File: config.mk
export PLATFORM = sky130hd
export DESIGN_NAME = counter_scheduler_flat
export DESIGN_NICKNAME = d
export VERILOG_FILES = /design/src/rtl/counter_pkg.sv /design/src/rtl/counter_scheduler_if.sv /design/src/rtl/rr_arbiter2.sv /design/src/rtl/counter_scheduler.sv /design/src/flat_wrapper.sv
export SDC_FILE = /design/constraint.sdc
export NUM_CORES = 1
export LEC_CHECK = 0
export ABC_AREA = 1
export CAP_MARGIN = 10
export CORE_UTILIZATION = 50
export CTS_CLUSTER_SIZE = 14
export DETAILED_ROUTE_END_ITERATION = 8
export GPL_TIMING_DRIVEN = 0
export PLACE_DENSITY = 0.8
export SLEW_MARGIN = 20
export SYNTH_ARGS = -nofsm -noshare
export SYNTH_HDL_FRONTEND = slang
export SYNTH_HIERARCHICAL = 1
export SYNTH_SLANG_ARGS = --single-unit
File: constraint.sdc
create_clock -name Clk -period 1.95 [get_ports Clk]
set_clock_uncertainty 0.1 [all_clocks]
set_input_delay 0.585 -clock Clk [delete_from_list [all_inputs] [get_ports Clk]]
set_output_delay 0.585 -clock Clk [all_outputs]
set_load 0.01 [all_outputs]
File: src/rtl/counter_pkg.sv
// Shared FSM encoding and defaults for the counter scheduler slice.
// Pure declarations: no logic, no latency, no flow control.
package counter_pkg;

    typedef logic [1:0] state_t;

    localparam state_t ST_IDLE  = 2'b00;
    localparam state_t ST_ISSUE = 2'b01;
    localparam state_t ST_CLEAR = 2'b10;

    localparam int TICK_DIV_DEFAULT = 4;

    // Phase counter needs at least one bit even when the prescaler is 1.
    function automatic int phase_width(input int div);
        return (div > 1) ? $clog2(div) : 1;
    endfunction

endpackage

File: src/rtl/counter_scheduler_if.sv
// Requester/counter-side signal bundle of the scheduler; master drives requests, slave is the scheduler.
// Wires only: no latency; Req is held until the one-cycle Ack.
interface counter_scheduler_if #(
    parameter int CNT_W = 8
);

    logic             Req0;
    logic             Req1;
    logic             Slt0;
    logic             Slt1;
    logic             Clear;
    logic             Ack0;
    logic             Ack1;
    logic             Cnt_En;
    logic             Cnt_Slt;
    logic             Cnt_Reset;
    logic             Tick1;
    logic             Grant_Id;
    logic [CNT_W-1:0] Tally0;
    logic [CNT_W-1:0] Tally1;

    modport master (
        output Req0, Req1, Slt0, Slt1, Clear,
        input  Ack0, Ack1, Cnt_En, Cnt_Slt, Cnt_Reset, Tick1, Grant_Id, Tally0, Tally1
    );

    modport slave (
        input  Req0, Req1, Slt0, Slt1, Clear,
        output Ack0, Ack1, Cnt_En, Cnt_Slt, Cnt_Reset, Tick1, Grant_Id, Tally0, Tally1
    );

endinterface

File: src/rtl/rr_arbiter2.sv
// Two-way round-robin pick: when both are eligible, the one not granted last wins.
// Combinational, zero latency; no backpressure (caller masks eligibility).
module rr_arbiter2 (
    input  logic elig0,
    input  logic elig1,
    input  logic last_ptr,
    output logic grant_vld,
    output logic winner
);

    assign grant_vld = elig0 | elig1;
    assign winner    = (elig0 & elig1) ? ~last_ptr : elig1;

endmodule

File: src/rtl/counter_scheduler.sv
// Arbitrates two increment requesters onto a two-channel Counter, with clear, tallies and ch1 prescale tick.
// Req-to-Ack latency 1 cycle, all outputs registered; Req held until Ack, re-eligible the cycle after Ack.
module counter_scheduler
    import counter_pkg::*;
#(
    parameter int CNT_W    = 8,
    parameter int TICK_DIV = TICK_DIV_DEFAULT
) (
    input  logic                Clk,
    input  logic                Reset,
    counter_scheduler_if.slave  bus
);

    localparam int               PH_W      = phase_width(TICK_DIV);
    localparam logic [PH_W-1:0]  PH_LAST   = PH_W'(TICK_DIV - 1);
    localparam logic [CNT_W-1:0] TALLY_MAX = '1;

    state_t           state;
    state_t           state_nxt;
    logic             armed;
    logic             last_ptr;
    logic [PH_W-1:0]  phase;
    logic [CNT_W-1:0] tally0;
    logic [CNT_W-1:0] tally1;

    logic             ack0;
    logic             ack1;
    logic             cnt_en;
    logic             cnt_slt;
    logic             cnt_reset;
    logic             tick1;
    logic             grant_id;

    logic             elig0;
    logic             elig1;
    logic             grant_vld;
    logic             winner;
    logic             issue;
    logic             win_slt;
    logic             phase_wrap;

    // A Req still high during its own Ack cycle is the tail of the served request.
    assign elig0 = bus.Req0 & ~ack0;
    assign elig1 = bus.Req1 & ~ack1;

    rr_arbiter2 u_arb (
        .elig0     (elig0),
        .elig1     (elig1),
        .last_ptr  (last_ptr),
        .grant_vld (grant_vld),
        .winner    (winner)
    );

    // 'armed' holds off any decision on the first edge after reset release.
    always_comb begin
        state_nxt = ST_IDLE;
        if (!armed) begin
            state_nxt = ST_IDLE;
        end else if (state == ST_CLEAR) begin
            state_nxt = ST_IDLE;
        end else if (bus.Clear) begin
            state_nxt = ST_CLEAR;
        end else if (grant_vld) begin
            state_nxt = ST_ISSUE;
        end
    end

    assign issue      = (state_nxt == ST_ISSUE);
    assign win_slt    = winner ? bus.Slt1 : bus.Slt0;
    assign phase_wrap = (phase == PH_LAST);

    always_ff @(posedge Clk or negedge Reset) begin
        if (!Reset) begin
            state     <= ST_IDLE;
            armed     <= 1'b0;
            last_ptr  <= 1'b1;
            phase     <= '0;
            tally0    <= '0;
            tally1    <= '0;
            ack0      <= 1'b0;
            ack1      <= 1'b0;
            cnt_en    <= 1'b0;
            cnt_slt   <= 1'b0;
            cnt_reset <= 1'b1;
            tick1     <= 1'b0;
            grant_id  <= 1'b0;
        end else begin
            armed     <= 1'b1;
            state     <= state_nxt;
            ack0      <= issue & ~winner;
            ack1      <= issue & winner;
            cnt_en    <= issue;
            cnt_reset <= (state_nxt == ST_CLEAR);
            tick1     <= issue & win_slt & phase_wrap;

            if (issue) begin
                cnt_slt  <= win_slt;
                grant_id <= winner;
                last_ptr <= winner;
            end

            if (state_nxt == ST_CLEAR) begin
                tally0 <= '0;
                tally1 <= '0;
                phase  <= '0;
            end else if (issue) begin
                if (!winner && (tally0 != TALLY_MAX)) begin
                    tally0 <= tally0 + 1'b1;
                end
                if (winner && (tally1 != TALLY_MAX)) begin
                    tally1 <= tally1 + 1'b1;
                end
                if (win_slt) begin
                    phase <= phase_wrap ? '0 : phase + 1'b1;
                end
            end
        end
    end

    assign bus.Ack0      = ack0;
    assign bus.Ack1      = ack1;
    assign bus.Cnt_En    = cnt_en;
    assign bus.Cnt_Slt   = cnt_slt;
    assign bus.Cnt_Reset = cnt_reset;
    assign bus.Tick1     = tick1;
    assign bus.Grant_Id  = grant_id;
    assign bus.Tally0    = tally0;
    assign bus.Tally1    = tally1;

endmodule
File: src/flat_wrapper.sv
// flat-port wrapper written by rule: the top's interface ports become plain ports
module counter_scheduler_flat import counter_pkg::*;
#(
    parameter int CNT_W    = 8,
    parameter int TICK_DIV = TICK_DIV_DEFAULT
)
  (Clk, Reset, bus_Req0, bus_Req1, bus_Slt0, bus_Slt1, bus_Clear, bus_Ack0, bus_Ack1, bus_Cnt_En, bus_Cnt_Slt, bus_Cnt_Reset, bus_Tick1, bus_Grant_Id, bus_Tally0, bus_Tally1);
  counter_scheduler_if #(.CNT_W(CNT_W)) bus_i ();
  input  logic Clk;
  input  logic Reset;
  input wire logic [$bits(bus_i.Req0)-1:0] bus_Req0;
  input wire logic [$bits(bus_i.Req1)-1:0] bus_Req1;
  input wire logic [$bits(bus_i.Slt0)-1:0] bus_Slt0;
  input wire logic [$bits(bus_i.Slt1)-1:0] bus_Slt1;
  input wire logic [$bits(bus_i.Clear)-1:0] bus_Clear;
  output wire logic [$bits(bus_i.Ack0)-1:0] bus_Ack0;
  output wire logic [$bits(bus_i.Ack1)-1:0] bus_Ack1;
  output wire logic [$bits(bus_i.Cnt_En)-1:0] bus_Cnt_En;
  output wire logic [$bits(bus_i.Cnt_Slt)-1:0] bus_Cnt_Slt;
  output wire logic [$bits(bus_i.Cnt_Reset)-1:0] bus_Cnt_Reset;
  output wire logic [$bits(bus_i.Tick1)-1:0] bus_Tick1;
  output wire logic [$bits(bus_i.Grant_Id)-1:0] bus_Grant_Id;
  output wire logic [$bits(bus_i.Tally0)-1:0] bus_Tally0;
  output wire logic [$bits(bus_i.Tally1)-1:0] bus_Tally1;
  assign bus_i.Req0 = bus_Req0;
  assign bus_i.Req1 = bus_Req1;
  assign bus_i.Slt0 = bus_Slt0;
  assign bus_i.Slt1 = bus_Slt1;
  assign bus_i.Clear = bus_Clear;
  assign bus_Ack0 = bus_i.Ack0;
  assign bus_Ack1 = bus_i.Ack1;
  assign bus_Cnt_En = bus_i.Cnt_En;
  assign bus_Cnt_Slt = bus_i.Cnt_Slt;
  assign bus_Cnt_Reset = bus_i.Cnt_Reset;
  assign bus_Tick1 = bus_i.Tick1;
  assign bus_Grant_Id = bus_i.Grant_Id;
  assign bus_Tally0 = bus_i.Tally0;
  assign bus_Tally1 = bus_i.Tally1;
  counter_scheduler #(.CNT_W(CNT_W), .TICK_DIV(TICK_DIV)) u_core (.Clk(Clk), .Reset(Reset), .bus(bus_i));
endmodule
==> After elaboration in Yosys (flattened, before gate mapping) <==
Cells that the tools add are included.
{ "totals": {"reg_bits": 29, "out_inout_bits": 23} }
{ "classes": {"n_addsub": 3, "eq_ne": 6, "mux": 16, "bitwise": 12, "reduce_logical": 10} }
{ "ops": {"columns": ["op", "n"], "rows": [
  ["$mux W8", 6],
  ["$add A8 B1 Y8 const B", 2],
  ["$ne A8 B8 Y1 const B", 2],
  ["$mux W2", 7],
  ["$reduce_bool A2 Y1", 4],
  ["$and A1 B1 Y1", 7],
  ["$eq A2 B2 Y1 const B", 3],
  ["$reduce_and A2 Y1", 3],
  ["$not A1 Y1", 4],
  ["$mux W1", 3],
  ["$add A2 B1 Y2 const B", 1],
  ["$eq A2 B1 Y1 const B", 1],
  ["$logic_and A1 B1 Y1", 2],
  ["$logic_not A1 Y1", 1],
  ["$or A1 B1 Y1", 1]
]} }

==> Logic depth before layout (Yosys ltp) <==
Gate-level depths: netlist (run 1).
{ "depth": {"depth_word": 10, "depth_mapped": 12} }

==> By module <==
The synthesis (run 1) kept the hierarchy.
{ "modules_own_cells": {"columns": ["module", "n_inst", "cells_each", "area_per_inst_um2"], "rows": [
  ["counter_scheduler", 1, 204, 1524.0],
  ["rr_arbiter2", 1, 3, 15.0]
]} }

==> Worst setup path after synthesis (run 1) <==
Ideal clock, no wire load.
{ "synth_timing": {"path_type": "input -> register", "start": "input port bus_Req1", "end": "register u_core.phase[0]", "setup_ps": 121, "t_arrival_ps": 1740, "slack_ps": -11, "path_stages": 10, "path_cell_list": "inv_1 > nor2_1 > or2_1 > nand4_1 > ha_1 > inv_2 > buf_2 > nand2_1 > nand2_1 > o21ai_1"} }
{ "synth_between": {"elab_chain_cells": 9, "word_cells_on_any_way": 15, "classes_between": "2 x eq/ne; 7 x mux; 3 x bitwise; 3 x reduce/logical"} }
{ "synth_lines": {"columns": ["item", "line_no", "rtl"], "rows": [
  ["from (decl)", "flat_wrapper.sv:12", "input wire logic [$bits(bus_i.Req1)-1:0] bus_Req1;"],
  ["$and A1 B1 Y1 (*)", "counter_scheduler.sv:44", "assign elig1 = bus.Req1 & ~ack1;"],
  ["via u_core.elig1", "counter_scheduler.sv:35", "logic elig1;"],
  ["$or A1 B1 Y1 (*)", "rr_arbiter2.sv:11", "assign grant_vld = elig0 | elig1;"],
  ["via u_core.grant_vld", "counter_scheduler.sv:36", "logic grant_vld;"],
  ["$mux W1 (*)", "counter_scheduler.sv:63", "end else if (grant_vld) begin"],
  ["$mux W2 (*)", "counter_scheduler.sv:61", "end else if (bus.Clear) begin"],
  ["$mux W2 (*)", "counter_scheduler.sv:59", "end else if (state == ST_CLEAR) begin"],
  ["$mux W2 (*)", "counter_scheduler.sv:57", "if (!armed) begin"],
  ["$eq A2 B2 Y1 / $eq A2 B1 Y1 (equally long branches)", "counter_scheduler.sv:102, counter_scheduler.sv:68", null],
  ["$reduce_bool A2 Y1 (no line)", null, null],
  ["$reduce_and A2 Y1 (no line)", null, null],
  ["to (signal assigned)", "counter_scheduler.sv:114", "phase <= phase_wrap ? '0 : phase + 1'b1;"],
  ["to (decl)", "counter_scheduler.sv:22", "logic [PH_W-1:0] phase;"]
]} }
The timed path passes the listed nets; every way through them passes the cells marked *.
A chain may end at the register's enable or synchronous reset.

==> Final worst setup path (run 1) <==
{ "layout_timing": {"start": "register u_core.tally1[2] (netlist: u_core/bus.Tally1[2])", "end": "output port bus_Tally1[2]"} }
{ "layout_rtl": {"columns": ["item", "line_no", "rtl"], "rows": [
  ["from (decl)", "counter_scheduler.sv:24", "logic [CNT_W-1:0] tally1;"],
  ["from (signal assigned)", "counter_scheduler.sv:111", "tally1 <= tally1 + 1'b1;"],
  ["to (decl)", "flat_wrapper.sv:24", "output wire logic [$bits(bus_i.Tally1)-1:0] bus_Tally1;"]
]} }
No word-level cell between the ends.

==> run_results.csv, run 1 <==
group,metric,value,unit
outcome,outcome,"finished with violations",
outcome,violations_in_the_final_reports,"design-rule violations",
place,detailedPlace.worstSlack,-0.704,ns
synth,yosysSeqAreaShare,47.3,%
timing,grt_setup_unrepaired,"true",
die,die_area,3300,µm²
layout,drive_above_1_share,18.9,%
timing,period_share,98.1,%
critical_path,path_buf_inv,1,
critical_path,critical_path_arrival,1.23,ns
critical_path,worstSetupPathType,"reg -> out",
timing,layout_min_cycle_time,1.91,ns
die,core,2830,µm²
power,power,1.85,mW
timing,timing.final.hold_violations,0,
cts,clock_path_buffers,2,
timing,final-max-slew-violation-count,0,
power,p_leak,1.33,nW
grt,via_count_of_the_first_global_routing_pass,1373,
flow_run,max_cap_viol_count,0,
critical_path,timing.critical_path.to_type,"output pin",
drt,drcViolationCount,1,
synth,synth.ff_latch_count,29,
drt,number_of_detailed_route_iterations_in_the_first_pass,6,
critical_path,cp_cell_sequence,"clkdlybuf4s50_1",
synth,netlist_instances,207,
timing,timing.final.setup_violations,0,
critical_path,timing.critical_path.fanout_max,2,
grt,maximum_number_of_pins_on_one_net_before_global_route_repair,30,
place,routabilityCongestion,0.854,
grt,antenna_found_initial,0,
critical_path,crit_path_start_kind,"flop",
grt,global_route_wire_length_before_repair,5950,µm
layout,final_net_count,275,
layout,stdcell_area,2190,µm²
synth,syn_area,1540,µm²
grt,grtUsageTotal,24.4,%
hold_path,hold_path_class,"in -> async",
die,start_util,54.4,%
synth,synth_cell_types,19,
layout,filler_cell_count,200,
timing,worst_slew_pin_slew,0.630,ns
die,num_rows,19,
drt,detail_route.iter0.violations,45,
timing,fin_ws,0.0367,ns
drt,vias_per_cell,5.03,
drt,postRouteWirelength,3590,µm
place,dpl_cell_area,1870,µm²
layout,utilization,77.4,%
layout,n_antenna_cell,0,
cts,cts_tree,"done",
timing,final.setup.tns,0,ns
critical_path,worst_path_max_delay_cell,"clkdlybuf4s50_1",
cts,clock_latency,0.33,ns
power,ir_worst_vdd,0.702,mV
cts,clk_root_buffer_cell,"clkbuf_4",
place,dpl.cell_count,267,
drt,drt-wirelength-per-cell,12.2,µm
synth,synth.avg_cell_area,7.43,µm²
die,floorplan.die.width,57.5,µm
synth,synthesis.nets,219,
timing,fmax,523,MHz
drt,antenna_left,0,
layout,finish.cell_count_without_fillers,295,
place,place.port_buffers,29,
die,io-pin-count,30,
timing,tightest_slew_margin_relative_to_the_limit,58.0,%
cts,clk_pin_slew,0.09,ns
critical_path,critical-path-max-stage-delay,0.54,ns
cts,cts.sink_count,29,
layout,synthToLayoutAreaGrowth,42.2,%
critical_path,worst-endpoint-required,1.26,ns
die,die_height,57.5,µm
critical_path,delay_heaviest_family_cp,"buffers and inverters",
cts,number_of_buffers_added_by_the_clock_tree_synthesis_step,5,
grt,total_congestion_overflow,0,
synth,yosysWarnings,6,
drt,via_count,1484,
cts,htreeDepth,2,
power,power.density,844,nW/µm²
timing,final.hold.worst_slack,0.166,ns
place,dp_hpwl,2210,µm
## synth_stat cells
library cell	n	area share [%]
nand3_1	15	4.9
or2_1	3	1.2
nand4_1	1	0.41
nand2_2	2	0.81
nand2_1	77	19
inv_1	18	4.4
inv_2	2	0.49
nor2_1	32	7.8
nand3b_1	2	0.98
dfrtp_1	27	44
conb_1	1	0.24
dfstp_2	2	3.4
nand2_4	4	2.9
o21ai_1	3	0.98
buf_2	1	0.32
buf_4	1	0.49
ha_1	5	4.1
a21oi_1	9	2.9
o21a_1	2	0.98
## layout by cell type, fill, tap and decap left out, types with 6 or more instances in the layout
cell type,instances
nand2_1,75
nor2_1,30
dfrtp_1,25
inv_1,18
buf_4,16
nand3_1,14
clkdlybuf4s50_1,13
dlymetal6s2s_1,9
a21oi_1,7
dlygate4sd2_1,6
## state kept, by name, summed over array words and instances (netlist names), 2 cells and up
register	count
u_core/bus.Tally1	8
u_core/bus.Tally0	8
u_core/state	2
u_core/phase	2
## worst paths after layout
| path | from | end | slack [ns] | depth (start not counted) |
|---|---|---|---|---|
| max | u_core/bus.Tally1[2] | bus_Tally1[2] | 0.04 | 1 |
| min | Reset | u_core/bus.Tally0[6] | 0.17 | 1 |
| max reg2reg | u_core/bus.Ack1 | u_core/bus.Tick1 | 0.15 | 8 |
| min reg2reg | u_core/last_ptr | u_core/last_ptr | 0.37 | 2 |
| max in group asynchronous | Reset | u_core/bus.Tally1[5] | 1.14 | 1 |
| min in group Clk | u_core/last_ptr | u_core/last_ptr | 0.37 | 2 |
## report_power, final
part / leakage (nW) / total [mW] / switching, mW / internal, mW
sequential: 0.377 / 0.777 / 0.0671 / 0.710
clock: 0.0320 / 0.348 / 0.211 / 0.137
combinational: 0.918 / 0.721 / 0.367 / 0.354
## routing by layer
metal | up-vias | wire (µm) | global-route usage, %
met1 | 688 | 1690 | 31.4
met2 | 32 | 1690 | 38.4
met5 | - | 0 | 0
met3 | 5 | 163 | 5.44
li1 | 759 | - | -
met4 | 0 | 52 | 13.2
## worst reg2reg max path, stage by stage, from the launching register on
cell and delay (ns):
dfrtp_1 0.39, nor2_1 0.12, or2_1 0.12, nand4_1 0.17
inv_1 0.12, ha_1 0.21, inv_1 0.11, or2_1 0.27
nor2_1 0.13
## cell families (layout without fill, tap and decap cells)
kind of cell             count (synthesis)  in the layout  share of synthesized area, %
other                                    1              1                         0.244
adder cells (fa/ha/maj)                  5              5                          4.07
AO/OA/AOI/OAI                           14             14                          4.88
buffers and inverters                   22             79                          5.69
flip-flops                              29             29                          47.3
AND/OR/NAND/NOR                        136            136                          37.8
## area by class of cell
| type | instances | area [µm²] | area share (%) |
|---|---|---|---|
| clock buffer | 6 | 41.3 | 1.89 |
| buffer | 2 | 26.3 | 1.20 |
| sequential | 29 | 731 | 33.4 |
| clock inverter | 2 | 10.0 | 0.457 |
| inverter | 20 | 85.1 | 3.89 |
| timing repair buffer | 49 | 480 | 22.0 |
| multi-input combinational | 156 | 776 | 35.4 |
| tap | 31 | 38.8 | 1.77 |
## repair_timing
action / CTS / global route
cloned: 2 / 0
buffers inserted: 18 / 1
setup endpoints to repair: 37 / 25
resized for setup: 27 / 13
pin swaps: 6 / 7
hold buffers: 0 / 0
(Power assumes the default switching activity.)
==> run 2: changes to the inputs <==
Settings changed: CTS_CLUSTER_SIZE 14 to not set.
==> results of run 2 <==
No change in the layout: final DEF, timing and power equal those of run 1.
==> run 3: changes to the inputs <==
Settings changed: HOLD_SLACK_MARGIN set to 0.08.
==> results of run 3 <==
No change in the layout: final DEF, timing and power equal those of run 1.
